## config.mk

```make
export PLATFORM = sky130hd
export DESIGN_NAME = mips32_ifetch_queue_flat
export DESIGN_NICKNAME = d
export VERILOG_FILES = /design/src/rtl/mips32_ifetch_queue_if.sv /design/src/rtl/mips32_ifetch_queue.sv /design/src/flat_wrapper.sv
export SDC_FILE = /design/constraint.sdc
export NUM_CORES = 1
export LEC_CHECK = 0
export ABC_CLOCK_PERIOD_IN_PS = 5000
export CAP_MARGIN = 20
export CELL_PAD_IN_SITES_DETAIL_PLACEMENT = 1
export CELL_PAD_IN_SITES_GLOBAL_PLACEMENT = 2
export CORE_ASPECT_RATIO = 0.75
export CORE_MARGIN = 2
export CORE_UTILIZATION = 45
export CTS_BUF_LIST = sky130_fd_sc_hd__clkbuf_2 sky130_fd_sc_hd__clkbuf_4 sky130_fd_sc_hd__clkbuf_8
export DETAILED_ROUTE_END_ITERATION = 7
export GPL_TIMING_DRIVEN = 0
export HOLD_SLACK_MARGIN = 0.03
export PLACE_DENSITY = 0.94
export SLEW_MARGIN = 5
export SYNTH_ARGS = -nofsm -noshare
export SYNTH_HDL_FRONTEND = slang
export SYNTH_SLANG_ARGS = --single-unit
export TNS_END_PERCENT = 100
```

## constraint.sdc

```tcl
create_clock -name clk -period 5 [get_ports clk]
set_input_delay 0.75 -clock clk [delete_from_list [all_inputs] [get_ports clk]]
set_output_delay 0.75 -clock clk [all_outputs]
set_load 0.02 [all_outputs]
```

## src/rtl/mips32_ifetch_queue_if.sv

```systemverilog
// Fetch-unit bus bundle: instruction-memory request/response channel,
// branch redirect input, and the valid/ready instruction stream to ID.
interface mips32_ifetch_queue_if #(
    parameter int ADDR_W = 10
);
    logic              imem_req;
    logic [ADDR_W-1:0] imem_addr;
    logic              imem_gnt;
    logic              imem_rvalid;
    logic [31:0]       imem_rdata;
    logic              redirect;
    logic [ADDR_W-1:0] redirect_pc;
    logic              id_valid;
    logic [31:0]       id_ir;
    logic [31:0]       id_npc;
    logic              id_ready;
    logic              halted;

    modport master (
        output imem_req, imem_addr,
        input  imem_gnt, imem_rvalid, imem_rdata,
        input  redirect, redirect_pc,
        output id_valid, id_ir, id_npc,
        input  id_ready,
        output halted
    );

    modport slave (
        input  imem_req, imem_addr,
        output imem_gnt, imem_rvalid, imem_rdata,
        output redirect, redirect_pc,
        input  id_valid, id_ir, id_npc,
        output id_ready,
        input  halted
    );
endinterface

```

## src/rtl/mips32_ifetch_queue.sv

```systemverilog
// MIPS32 instruction fetch with a credit-gated prefetch FIFO, in-order
// response address tracking, redirect flush with stale-response dropping, and HLT stop.
module mips32_ifetch_queue #(
    parameter int ADDR_W   = 10,
    parameter int DEPTH    = 4,
    parameter int MAX_OUT  = 2,
    parameter int RESET_PC = 0
) (
    input  logic                 clk,
    input  logic                 rst,
    mips32_ifetch_queue_if.master bus
);
    localparam int PW = $clog2(DEPTH);
    localparam int CW = $clog2(DEPTH + 1);
    localparam int OW = $clog2(MAX_OUT + 1);
    localparam int QW = (MAX_OUT > 1) ? $clog2(MAX_OUT) : 1;

    logic [ADDR_W-1:0] pc_q, pc_d;
    logic [PW-1:0]     wr_ptr_q, wr_ptr_d, rd_ptr_q, rd_ptr_d;
    logic [CW-1:0]     count_q, count_d;
    logic [OW-1:0]     out_cnt_q, out_cnt_d;
    logic [OW-1:0]     drop_cnt_q, drop_cnt_d;
    logic              halted_q, halted_d;
    logic [QW-1:0]     aq_wr_q, aq_wr_d, aq_rd_q, aq_rd_d;

    logic [31:0]       ir_mem  [DEPTH];
    logic [31:0]       npc_mem [DEPTH];
    logic [ADDR_W-1:0] aq_mem  [MAX_OUT];

    logic              req, grant, rsp, push, pop;
    logic [ADDR_W-1:0] rsp_addr;
    logic [31:0]       rsp_npc;

    function automatic logic [QW-1:0] aq_next(input logic [QW-1:0] p);
        return (32'(p) == 32'(MAX_OUT - 1)) ? '0 : p + QW'(1);
    endfunction

    function automatic logic is_hlt(input logic [5:0] opcode);
        return opcode == 6'b111111;
    endfunction

    // Credit rule: every outstanding request owns a free FIFO slot, so responses never stall.
    assign req      = !rst && !halted_q && !bus.redirect
                      && (out_cnt_q < OW'(MAX_OUT))
                      && ((32'(count_q) + 32'(out_cnt_q)) < 32'(DEPTH));
    assign grant    = req && bus.imem_gnt;
    assign rsp      = bus.imem_rvalid && (out_cnt_q != '0);
    assign rsp_addr = aq_mem[aq_rd_q];
    assign rsp_npc  = {{(32-ADDR_W){1'b0}}, rsp_addr} + 32'd1;
    assign push     = rsp && (drop_cnt_q == '0) && !halted_q && !bus.redirect;
    assign pop      = (count_q != '0) && bus.id_ready && !bus.redirect;

    assign bus.imem_req  = req;
    assign bus.imem_addr = pc_q;
    assign bus.id_valid  = (count_q != '0);
    assign bus.id_ir     = (count_q != '0) ? ir_mem[rd_ptr_q]  : '0;
    assign bus.id_npc    = (count_q != '0) ? npc_mem[rd_ptr_q] : '0;
    assign bus.halted    = halted_q;

    always_comb begin
        pc_d       = pc_q;
        wr_ptr_d   = wr_ptr_q;
        rd_ptr_d   = rd_ptr_q;
        count_d    = count_q;
        out_cnt_d  = out_cnt_q;
        drop_cnt_d = drop_cnt_q;
        halted_d   = halted_q;
        aq_wr_d    = aq_wr_q;
        aq_rd_d    = aq_rd_q;

        if (bus.redirect) begin
            pc_d       = bus.redirect_pc;
            wr_ptr_d   = '0;
            rd_ptr_d   = '0;
            count_d    = '0;
            halted_d   = 1'b0;
            // Everything still in flight after this edge belongs to the old path.
            drop_cnt_d = rsp ? out_cnt_q - OW'(1) : out_cnt_q;
        end else begin
            if (grant) pc_d = pc_q + ADDR_W'(1);
            if (push)  wr_ptr_d = wr_ptr_q + PW'(1);
            if (pop)   rd_ptr_d = rd_ptr_q + PW'(1);
            case ({push, pop})
                2'b10:   count_d = count_q + CW'(1);
                2'b01:   count_d = count_q - CW'(1);
                default: count_d = count_q;
            endcase
            if (rsp && (drop_cnt_q != '0)) drop_cnt_d = drop_cnt_q - OW'(1);
            if (push && is_hlt(bus.imem_rdata[31:26])) halted_d = 1'b1;
        end

        case ({grant, rsp})
            2'b10:   out_cnt_d = out_cnt_q + OW'(1);
            2'b01:   out_cnt_d = out_cnt_q - OW'(1);
            default: out_cnt_d = out_cnt_q;
        endcase
        if (grant) aq_wr_d = aq_next(aq_wr_q);
        if (rsp)   aq_rd_d = aq_next(aq_rd_q);
    end

    always_ff @(posedge clk) begin
        if (rst) begin
            pc_q       <= ADDR_W'(RESET_PC);
            wr_ptr_q   <= '0;
            rd_ptr_q   <= '0;
            count_q    <= '0;
            out_cnt_q  <= '0;
            drop_cnt_q <= '0;
            halted_q   <= 1'b0;
            aq_wr_q    <= '0;
            aq_rd_q    <= '0;
        end else begin
            pc_q       <= pc_d;
            wr_ptr_q   <= wr_ptr_d;
            rd_ptr_q   <= rd_ptr_d;
            count_q    <= count_d;
            out_cnt_q  <= out_cnt_d;
            drop_cnt_q <= drop_cnt_d;
            halted_q   <= halted_d;
            aq_wr_q    <= aq_wr_d;
            aq_rd_q    <= aq_rd_d;
        end
    end

    always_ff @(posedge clk) begin
        if (push) begin
            ir_mem[wr_ptr_q]  <= bus.imem_rdata;
            npc_mem[wr_ptr_q] <= rsp_npc;
        end
        if (grant) aq_mem[aq_wr_q] <= pc_q;
    end
endmodule

```

## src/flat_wrapper.sv

```systemverilog
// flat-port wrapper written by rule: the top's interface ports become plain ports
module mips32_ifetch_queue_flat 
#(
    parameter int ADDR_W   = 10,
    parameter int DEPTH    = 4,
    parameter int MAX_OUT  = 2,
    parameter int RESET_PC = 0
)
  (clk, rst, bus_imem_req, bus_imem_addr, bus_imem_gnt, bus_imem_rvalid, bus_imem_rdata, bus_redirect, bus_redirect_pc, bus_id_valid, bus_id_ir, bus_id_npc, bus_id_ready, bus_halted);
  mips32_ifetch_queue_if #(.ADDR_W(ADDR_W)) bus_i ();
  input  logic clk;
  input  logic rst;
  output wire logic [$bits(bus_i.imem_req)-1:0] bus_imem_req;
  output wire logic [$bits(bus_i.imem_addr)-1:0] bus_imem_addr;
  input wire logic [$bits(bus_i.imem_gnt)-1:0] bus_imem_gnt;
  input wire logic [$bits(bus_i.imem_rvalid)-1:0] bus_imem_rvalid;
  input wire logic [$bits(bus_i.imem_rdata)-1:0] bus_imem_rdata;
  input wire logic [$bits(bus_i.redirect)-1:0] bus_redirect;
  input wire logic [$bits(bus_i.redirect_pc)-1:0] bus_redirect_pc;
  output wire logic [$bits(bus_i.id_valid)-1:0] bus_id_valid;
  output wire logic [$bits(bus_i.id_ir)-1:0] bus_id_ir;
  output wire logic [$bits(bus_i.id_npc)-1:0] bus_id_npc;
  input wire logic [$bits(bus_i.id_ready)-1:0] bus_id_ready;
  output wire logic [$bits(bus_i.halted)-1:0] bus_halted;
  assign bus_imem_req = bus_i.imem_req;
  assign bus_imem_addr = bus_i.imem_addr;
  assign bus_i.imem_gnt = bus_imem_gnt;
  assign bus_i.imem_rvalid = bus_imem_rvalid;
  assign bus_i.imem_rdata = bus_imem_rdata;
  assign bus_i.redirect = bus_redirect;
  assign bus_i.redirect_pc = bus_redirect_pc;
  assign bus_id_valid = bus_i.id_valid;
  assign bus_id_ir = bus_i.id_ir;
  assign bus_id_npc = bus_i.id_npc;
  assign bus_i.id_ready = bus_id_ready;
  assign bus_halted = bus_i.halted;
  mips32_ifetch_queue #(.ADDR_W(ADDR_W), .DEPTH(DEPTH), .MAX_OUT(MAX_OUT), .RESET_PC(RESET_PC)) u_core (.clk(clk), .rst(rst), .bus(bus_i));
endmodule
```

==> results of run 1 <==
## path summary, 6_finish.rpt
path / from / end / slack (ns) / cells after the start
max reg2reg: u_core.out_cnt_q[1] / u_core.npc_mem[0][5] / 2.13 / 8
max: register / bus_id_ir[2] / 1.31 / 5
min: u_core.aq_rd_q / u_core.aq_rd_q / 0.51 / 2
min reg2reg: u_core.aq_rd_q / u_core.aq_rd_q / 0.51 / 2
## through the flow
step | hold WS, ns | power, uW | utilization | cells
after floorplan | 0.469 | 2530 | - | 563
after global placement | 0.483 | 2700 | 0.525 | 924
after detailed placement | 0.503 | 2750 | 0.530 | 929
after CTS | 0.518 | 4270 | 0.564 | 992
after global routing | 0.540 | 4400 | 0.564 | 992
final | 0.513 | 4230 | 0.564 | 992
## power by group
group          leakage (uW)  switching, uW  internal [uW]  total (uW)
Sequential          0.00196           54.2           2110        2160
Combinational       0.00135            312            248         559
Clock              0.000372            695            814        1510
## area by class of cell
cell class | count | share of cell area
buffer | 46 | 0.0235
clock buffer | 53 | 0.0556
clock inverter | 10 | 0.00509
inverter | 16 | 0.00553
multi-input combinational | 282 | 0.225
sequential | 219 | 0.558
tap | 258 | 0.0285
timing repair buffer | 108 | 0.0989
## sequential cells by signal, summed over array words and instances (netlist names), named ones only
register              count
u_core.aq_mem            20
u_core.aq_rd_q            1
u_core.aq_wr_q            1
u_core.bus.halted         1
u_core.bus.imem_addr     10
u_core.count_q            3
u_core.drop_cnt_q         2
u_core.ir_mem           128
u_core.npc_mem           44
u_core.out_cnt_q          2
u_core.rd_ptr_q           2
u_core.wr_ptr_q           2
## synthesized netlist by cell type (4+ instances only)
master	number	share of area
buf_4	22	0.018
nand3_1	13	0.0072
and2_1	6	0.0041
xor2_1	9	0.0087
buf_2	8	0.0044
nor2b_1	46	0.032
mux4_2	43	0.11
dfxtp_1	27	0.059
a21oi_1	9	0.0050
ha_1	11	0.015
inv_1	14	0.0058
edfxtp_1	192	0.63
a32oi_1	4	0.0039
nand3b_1	5	0.0041
a22oi_1	4	0.0033
o21ai_0	4	0.0022
a31oi_1	5	0.0034
clkbuf_1	15	0.0062
or3_1	6	0.0041
nand2_1	15	0.0062
xnor2_1	13	0.013
mux2i_1	7	0.0077
nand4_1	5	0.0034
nor2_1	22	0.0091
## cell usage in the layout (no fill, tap or decap), drive strengths merged, types with 4 or more instances in the layout
master / n
clkdlybuf4s50: 103
buf: 36
edfxtp: 192
clkinv: 7
inv: 19
and2: 6
a22oi: 4
a32oi: 4
mux2i: 7
xor2: 9
nand2: 15
nand3b: 5
a21oi: 9
nand4: 5
dfxtp: 27
or3: 6
o21ai: 4
nor2b: 46
clkbuf: 68
conb: 21
nor2: 22
a31oi: 5
xnor2: 13
nand3: 13
ha: 11
mux4: 43
## critical path, cell delays in order (launching register included)
cell and delay, ns:
dfxtp_1 0.30, clkbuf_1 0.36, clkbuf_1 0.57, mux4_2 0.33
nor2b_1 0.20, clkdlybuf4s50_1 0.64
## routing by layer
metal / vias up / track usage / wire, um
met5: - / 0 / 0
met4: 0 / 0.0517 / 250
met3: 22 / 0.0418 / 978
met2: 129 / 0.335 / 10200
met1: 2667 / 0.257 / 8940
li1: 2398 / - / -
## cells by family (layout without fill, tap and decap cells)
group	Yosys count	after routing
AOI/OAI and AO/OA	39	39
muxes	51	51
other	1	21
xor gates and xnor gates	22	22
DFF	219	219
adders and majority gates	12	12
buffers and inverters	62	233
and+or+nand+nor	137	137
==> impl_metrics.py, run 1 <==
metrics = {
    "status": {
        "status": "finished clean",
    },
    "timing": {
        "final.setup.worst_slack_ns": 1.31,
        "fin_crit_sh": 0.738,
        "rsz0062_at_grt": "no",
        "timing.fmax_mhz": 271,
        "drv_slew": 0,
        "finalSetupViolations": 0,
        "post-route-min-period_ns": 3.69,
        "hold_viol": 0,
        "clock_skew_ns": 0.0139,
        "tns_ns": 0,
        "slew_headroom": 0.446,
        "tightestPinTransition_ns": 0.828,
    },
    "global_routing": {
        "overflow": 0,
        "antenna_found_initial": 0,
        "grt_pass1_wl_um": 32000,
        "grt_max_degree": 24,
        "grt_pass1_vias": 5794,
        "grtUsageTotal": 0.195,
    },
    "power": {
        "p_leak_uw": 0.00368,
        "ir_drop_mv": 0.146,
        "power_density_nw_per_um2": 374,
    },
    "placed_design": {
        "gp_congestion": 0.763,
        "io_buffers": 103,
        "dpl_cell_area_um2": 10600,
        "dp_slack_ns": 1.59,
        "dp_hpwl_um": 13700,
    },
    "final_layout": {
        "final-seq-area_um2": 6310,
        "area_growth_pct": 24.3,
        "design_area_um2": 11300,
        "fillers": 1906,
        "antenna_cells": 0,
        "nets": 769,
        "drive_above_1_share": 0.200,
        "multiInputGateArea_um2": 2550,
    },
    "cts": {
        "cts.sinks": 219,
        "cts_setup_buffers": 0,
        "clk_pin_slew_worst_paths_ns": 0.06,
        "ctsHoldBuffers": 0,
        "cts_buffers": 36,
        "cts.repair.resized": 0,
        "cts_root_buf": "clkbuf_8",
        "ctsLongestPathBuffers": 3,
        "cts_tree": "yes",
        "clk_latency_ns": 0.53,
        "htreeDepth": 2,
    },
    "setup_path": {
        "path_max_fanout": 10,
        "end_kind": "primary output",
        "critPathArrivalTime_ns": 2.94,
        "cp-start-kind": "register",
        "cp.required_ns": 4.25,
        "worstSetupPathType": "reg -> out",
    },
    "hold_path": {
        "hold_class": "reg -> reg",
    },
    "run": {
        "maxCapViolations": 0,
    },
    "synthesis": {
        "yosysWarnings": 0,
        "yosys.area_share.simple": 0.0865,
        "synthCells": 543,
        "synth_top_family_by_area": "multiplexers",
        "synth_compound_area_frac": 0.0298,
        "synth_ff_type": "edfxtp_1",
        "synth_fa_ha_area_frac": 0.0173,
        "synth_mux_area_frac": 0.115,
        "synthXorXnorAreaFrac": 0.0212,
        "ys_types": 46,
        "ys_seq_elements": 219,
        "async_flop_share": 0,
        "synth_edf_count": 192,
        "synth_area_um2": 9100,
        "synth.avg_cell_area_um2": 16.8,
        "ys_seq_area_frac": 0.693,
    },
    "drt": {
        "drt_iter0_drc": 278,
        "wirelength_um": 20400,
        "vias": 5216,
        "wl_per_cell_um": 20.5,
        "drc": 0,
        "antenna_left": 0,
        "first_pass_iters": 5,
        "routed_via_density": 5.26,
    },
    "floorplanning": {
        "core_area_um2": 20000,
        "dieArea_um2": 21400,
        "die_w_um": 168,
        "placementRows": 45,
        "die_h_um": 127,
        "io_pins": 125,
        "initial_utilization": 0.454,
    },
}
(Power assumes the default switching activity.)
==> run 2: changes to the inputs <==
ABC_CLOCK_PERIOD_IN_PS = 3700   (was 5000)
CORE_UTILIZATION = 41   (was 45)
PLACE_DENSITY = 0.87   (was 0.94)
clock period = 3.7 ns   (was 5 ns; I/O delays follow)
==> run 2 against run 1 <==
Against the previous run:
- non-clock buffer count did not move
- core utilization down 4.5 points
- final cell count up 3.7%
- worst setup slack worse by 1.1 ns
- critical path type unchanged
==> impl_metrics.py, run 2 (synthesized netlist as in run 1, its figures left out) <==
metrics = {
    "floorplanning": {
        "io_pins": 125,
        "die_h_um": 133,
        "dieArea_um2": 23400,
        "core_area_um2": 21900,
        "initial_utilization": 0.415,
        "placementRows": 47,
        "die_w_um": 176,
    },
    "power": {
        "p_leak_uw": 0.00370,
        "intPower_uw": 4370,
        "power.share.combinational": 0.129,
        "pwr-share-seq": 0.506,
        "switching_share": 0.241,
        "power_density_nw_per_um2": 506,
        "ir_drop_mv": 0.262,
        "power.share.clock": 0.365,
        "p_switching_uw": 1390,
    },
    "timing": {
        "clock_skew_ns": 0.0135,
        "tightestPinTransition_ns": 0.833,
        "hold_viol": 0,
        "tns_ns": 0,
        "finalSetupViolations": 0,
        "hold_ws_ns": 0.509,
        "slew_headroom": 0.442,
        "timing.fmax_mhz": 286,
        "post-route-min-period_ns": 3.50,
        "drv_slew": 0,
        "rsz0062_at_grt": "no",
        "fin_crit_sh": 0.945,
    },
    "setup_path": {
        "cpMostUsedCell": "clkbuf_1",
        "cp_num_buf_inv": 3,
        "reg2reg_slack_ns": 0.74,
        "cp_top_family": "buffers and inverters",
        "worstSetupPathType": "reg -> out",
        "cp.required_ns": 3.14,
        "end_kind": "primary output",
        "critPathMaxStageDelay_ns": 0.65,
        "r2r-start": "u_core.out_cnt_q[1]",
        "critPathArrivalTime_ns": 2.94,
        "path_max_fanout": 10,
        "cp-start-kind": "register",
        "worstReg2RegEnd": "u_core.npc_mem[3][3]",
        "path_cells": "clkbuf_1 > clkbuf_1 > mux4_2 > nor2b_1 > clkdlybuf4s50_1",
        "cp_slowest_cell": "clkdlybuf4s50_1",
        "worst_r2r_path_depth": 8,
    },
    "cts": {
        "cts_tree": "yes",
        "ctsLongestPathBuffers": 3,
        "ctsHoldBuffers": 0,
        "cts_root_buf": "clkbuf_8",
        "cts_buffers": 36,
        "cts.sinks": 219,
        "clk_latency_ns": 0.52,
        "clk_pin_slew_worst_paths_ns": 0.06,
        "cts_setup_buffers": 0,
        "cts.repair.resized": 0,
        "htreeDepth": 2,
    },
    "global_routing": {
        "grt_max_degree": 24,
        "grt_pass1_vias": 5867,
        "grtUsageTotal": 0.178,
        "grt_pass1_wl_um": 32300,
        "antenna_found_initial": 0,
        "overflow": 0,
    },
    "final_layout": {
        "antenna_cells": 0,
        "drive_above_1_share": 0.197,
        "reg_top3": "u_core.ir_mem: 128 flops, u_core.npc_mem: 44 flops, u_core.aq_mem: 20 flops",
        "final_cell_mix": "192 x edfxtp_1, 103 x clkdlybuf4s50_1, 46 x nor2b_1",
        "regMostFlops": "u_core.ir_mem",
        "multiInputGateArea_um2": 2550,
        "nets": 769,
        "area_growth_pct": 25.2,
        "final_common_cell": "edfxtp_1",
        "fillers": 2091,
        "largest_reg_flops": 128,
        "final-seq-area_um2": 6310,
    },
    "hold_path": {
        "hold_class": "reg -> reg",
        "hp-start": "u_core.wr_ptr_q[1]",
        "hold_depth": 2,
        "min_to": "u_core.wr_ptr_q[1]",
    },
    "drt": {
        "routed_via_density": 5.08,
        "antenna_left": 0,
        "drt_iter0_drc": 292,
        "vias": 5223,
        "wl_per_cell_um": 19.6,
        "drc": 0,
        "wirelength_um": 20100,
        "first_pass_iters": 7,
    },
    "placed_design": {
        "gp_congestion": 0.806,
        "dp_hpwl_um": 13600,
        "io_buffers": 103,
    },
    "run": {
        "maxCapViolations": 0,
    },
    "status": {
        "status": "finished clean",
    },
}
==> run 2: cell count changes in the layout (fill, tap and decap cells not counted), sizes merged <==
cell / change
bufinv: +1
clkinv: +3
inv: -3
==> run 2: worst max-delay path by stage <==
stage / start / endpoint / cells after the start
2_1_floorplan: u_core.out_cnt_q[1] / u_core.ir_mem[0][0] / 7
3_3_place_gp: bus_imem_rvalid / u_core.ir_mem[3][5] / 6
3_5_place_dp: bus_imem_rvalid / u_core.ir_mem[3][5] / 7
4_1_cts: register / bus_id_ir[23] / 5
5_1_grt: register / bus_id_ir[23] / 5
6_report: register / bus_id_ir[23] / 5
==> run 2: layer usage <==
layer	vias to the layer above	routed length [um]	GRT usage
met3	33	1130	0.0362
li1	2392	-	-
met4	0	330	0.0519
met5	-	0	0
met2	164	9870	0.288
met1	2634	8790	0.245
==> run 2: cell type report <==
type	count	share of cell area
plain buffers	46	0.0233
clock buffers	53	0.0569
clock inverters	11	0.00659
inverters	16	0.00549
multi-input cells	282	0.224
flip-flops and latches	219	0.554
well taps	294	0.0323
repair buffers	108	0.0982
==> run 2: worst register-to-register path, cell delays in order, from the launching register on <==
cell and delay [ns]:
dfxtp_1 0.43, inv_1 0.10, ha_1 0.22, nor2b_1 0.11
clkbuf_1 0.36, and3_1 0.22, clkbuf_1 0.26, and2_2 0.68
buf_12 0.27
==> run 2: through the flow <==
stage | power [uW] | util | setup WS [ns] | area, um^2 | instances
floorplan | 3420 | - | 0.853 | 9170 | 563
global placement | 3660 | 0.482 | -0.534 | 10600 | 960
detailed placement | 3720 | 0.486 | 0.390 | 10700 | 965
CTS | 5840 | 0.519 | 0.131 | 11400 | 1029
global route | 6010 | 0.519 | 0.00256 | 11400 | 1029
finish | 5770 | 0.519 | 0.204 | 11400 | 1029
==> run 2: power by group through the flow <==
| stage | sequential, uW | combinational, uW | clock, uW |
|---|---|---|---|
| final | 2920 | 743 | 2110 |
| after CTS | 2920 | 752 | 2170 |
| after detailed placement | 2970 | 748 | 0 |
| after global routing | 2930 | 818 | 2260 |
| after floorplan | 2950 | 468 | 0 |
| after global placement | 2960 | 695 | 0 |
==> run 3: changes to the inputs <==
CAP_MARGIN = not set   (was 20)
==> run 3 against run 2 <==
Against the previous run:
- final cell count up 0.29%
- sequential power about the same
- design area up 0.65%
- non-clock buffer count unchanged
- worst hold slack about the same
- register-to-register slack better by 0.02 ns
- clock skew up 0.0031 ns
- sequential share of layout area down 0.36 points
- die area unchanged
- global-route usage up 0.13 points
==> impl_metrics.py, run 3 (synthesized netlist as in run 1, its figures left out) <==
metrics = {
    "status": {
        "status": "finished clean",
    },
    "timing": {
        "timing.fmax_mhz": 288,
        "tightestPinTransition_ns": 0.853,
        "final.setup.worst_slack_ns": 0.227,
        "post-route-min-period_ns": 3.47,
        "hold_viol": 0,
        "slew_headroom": 0.430,
        "clock_skew_ns": 0.0165,
        "finalSetupViolations": 0,
        "fin_crit_sh": 0.939,
        "drv_slew": 0,
        "rsz0062_at_grt": "no",
    },
    "floorplanning": {
        "initial_utilization": 0.415,
        "die_w_um": 176,
        "core_area_um2": 21900,
        "placementRows": 47,
        "dieArea_um2": 23400,
        "die_h_um": 133,
        "io_pins": 125,
    },
    "placed_design": {
        "dp_slack_ns": 0.382,
        "io_buffers": 103,
        "dp_hpwl_um": 13500,
        "gp_congestion": 0.806,
    },
    "cts": {
        "htreeDepth": 2,
        "cts_setup_buffers": 0,
        "clk_latency_ns": 0.52,
        "cts.repair.resized": 0,
        "cts_tree": "yes",
        "cts_buffers": 37,
        "ctsLongestPathBuffers": 3,
        "ctsHoldBuffers": 0,
        "cts.sinks": 219,
        "cts_root_buf": "clkbuf_8",
        "clk_pin_slew_worst_paths_ns": 0.06,
    },
    "power": {
        "p_leak_uw": 0.00372,
        "power_density_nw_per_um2": 523,
        "ir_drop_mv": 0.264,
        "p_total_uw": 5990,
    },
    "setup_path": {
        "worst_r2r_path_depth": 8,
        "cp-endpoint": "bus_id_ir[23]",
        "cp-start-kind": "register",
        "critPathArrivalTime_ns": 2.92,
        "reg2reg_slack_ns": 0.76,
        "r2r-start": "u_core.out_cnt_q[1]",
        "worstReg2RegEnd": "u_core.ir_mem[3][1]",
        "cp.required_ns": 3.14,
        "path_max_fanout": 10,
        "end_kind": "primary output",
        "worstSetupPathType": "reg -> out",
    },
    "final_layout": {
        "largest_reg_flops": 128,
        "nets": 770,
        "regMostFlops": "u_core.ir_mem",
        "final_common_cell": "edfxtp_1",
        "reg_top3": "u_core.ir_mem: 128 flops, u_core.npc_mem: 44 flops, u_core.aq_mem: 20 flops",
        "antenna_cells": 0,
        "area_growth_pct": 26.0,
        "final_cell_mix": "192 x edfxtp_1, 103 x clkdlybuf4s50_1, 46 x nor2b_1",
        "drive_above_1_share": 0.198,
    },
    "drt": {
        "wl_per_cell_um": 19.7,
        "drt_iter0_drc": 293,
        "vias": 5284,
        "antenna_left": 0,
        "drc": 0,
        "routed_via_density": 5.12,
        "wirelength_um": 20300,
        "first_pass_iters": 4,
    },
    "global_routing": {
        "grtUsageTotal": 0.179,
        "grt_max_degree": 24,
        "antenna_found_initial": 1,
        "grt_pass1_vias": 5862,
        "overflow": 0,
        "grt_pass1_wl_um": 32600,
    },
    "hold_path": {
        "hold_class": "reg -> reg",
    },
    "run": {
        "maxCapViolations": 0,
    },
}
run 3: changes by cell type in the layout (fill, tap and decap cells not counted):
cell | previous run | this run
clkbuf_4 | 13 | 10
bufinv_16 | 1 | 4
clkinv_2 | 2 | 3
clkinvlp_4 | 0 | 1
clkinv_1 | 8 | 10
clkbuf_8 | 40 | 39
run 3: how the worst min path moves through the flow:
stage | endpoint | cells past startpoint | startpoint
6_report | u_core.wr_ptr_q[1] | 2 | u_core.wr_ptr_q[1]
5_1_grt | u_core.wr_ptr_q[1] | 2 | u_core.wr_ptr_q[1]
4_1_cts | u_core.wr_ptr_q[1] | 2 | u_core.wr_ptr_q[1]
3_5_place_dp | u_core.wr_ptr_q[1] | 2 | u_core.wr_ptr_q[1]
3_3_place_gp | u_core.wr_ptr_q[1] | 2 | u_core.wr_ptr_q[1]
2_1_floorplan | u_core.wr_ptr_q[1] | 2 | u_core.wr_ptr_q[1]
run 3: final cells by class:
cell class,instances,area [um^2]
fill,2097,10500
sequential,219,6310
multi-input combinational,282,2550
timing repair buffer,108,1120
clock buffer,49,612
tap,294,368
buffer,46,265
clock inverter,18,185
inverter,16,62.6
run 3: worst max-delay path: stages, from the launching register on:
cell and delay (ns):
dfxtp_1 0.30, clkbuf_1 0.36, clkbuf_1 0.54, mux4_2 0.32, nor2b_1 0.22, clkdlybuf4s50_1 0.65
run 3: report_power, final:
part	switching, uW	internal (uW)
clock	963	1360
sequential	72.0	2850
combinational	414	336
total	1450	4540
run 3: stage by stage:
| step | hold WS, ns | utilization | instances | area (um^2) | setup TNS [ns] |
|---|---|---|---|---|---|
| finish | 0.508 | 0.523 | 1032 | 11500 | 0 |
| floorplan | 0.469 | - | 563 | 9170 | 0 |
| detailed placement | 0.505 | 0.486 | 965 | 10700 | 0 |
| global placement | 0.484 | 0.482 | 960 | 10600 | -90.20 |
| CTS | 0.514 | 0.523 | 1032 | 11500 | 0 |
| global route | 0.529 | 0.523 | 1032 | 11500 | 0 |
run 3: layer usage:
| layer | track usage | vias to the layer above | share of wire | routed length (um) |
|---|---|---|---|---|
| li1 | - | 2397 | - | - |
| met1 | 0.247 | 2703 | 0.45 | 9160 |
| met2 | 0.287 | 149 | 0.48 | 9800 |
| met3 | 0.0405 | 35 | 0.049 | 996 |
| met4 | 0.0523 | 0 | 0.017 | 342 |
| met5 | 0 | - | 0 | 0 |
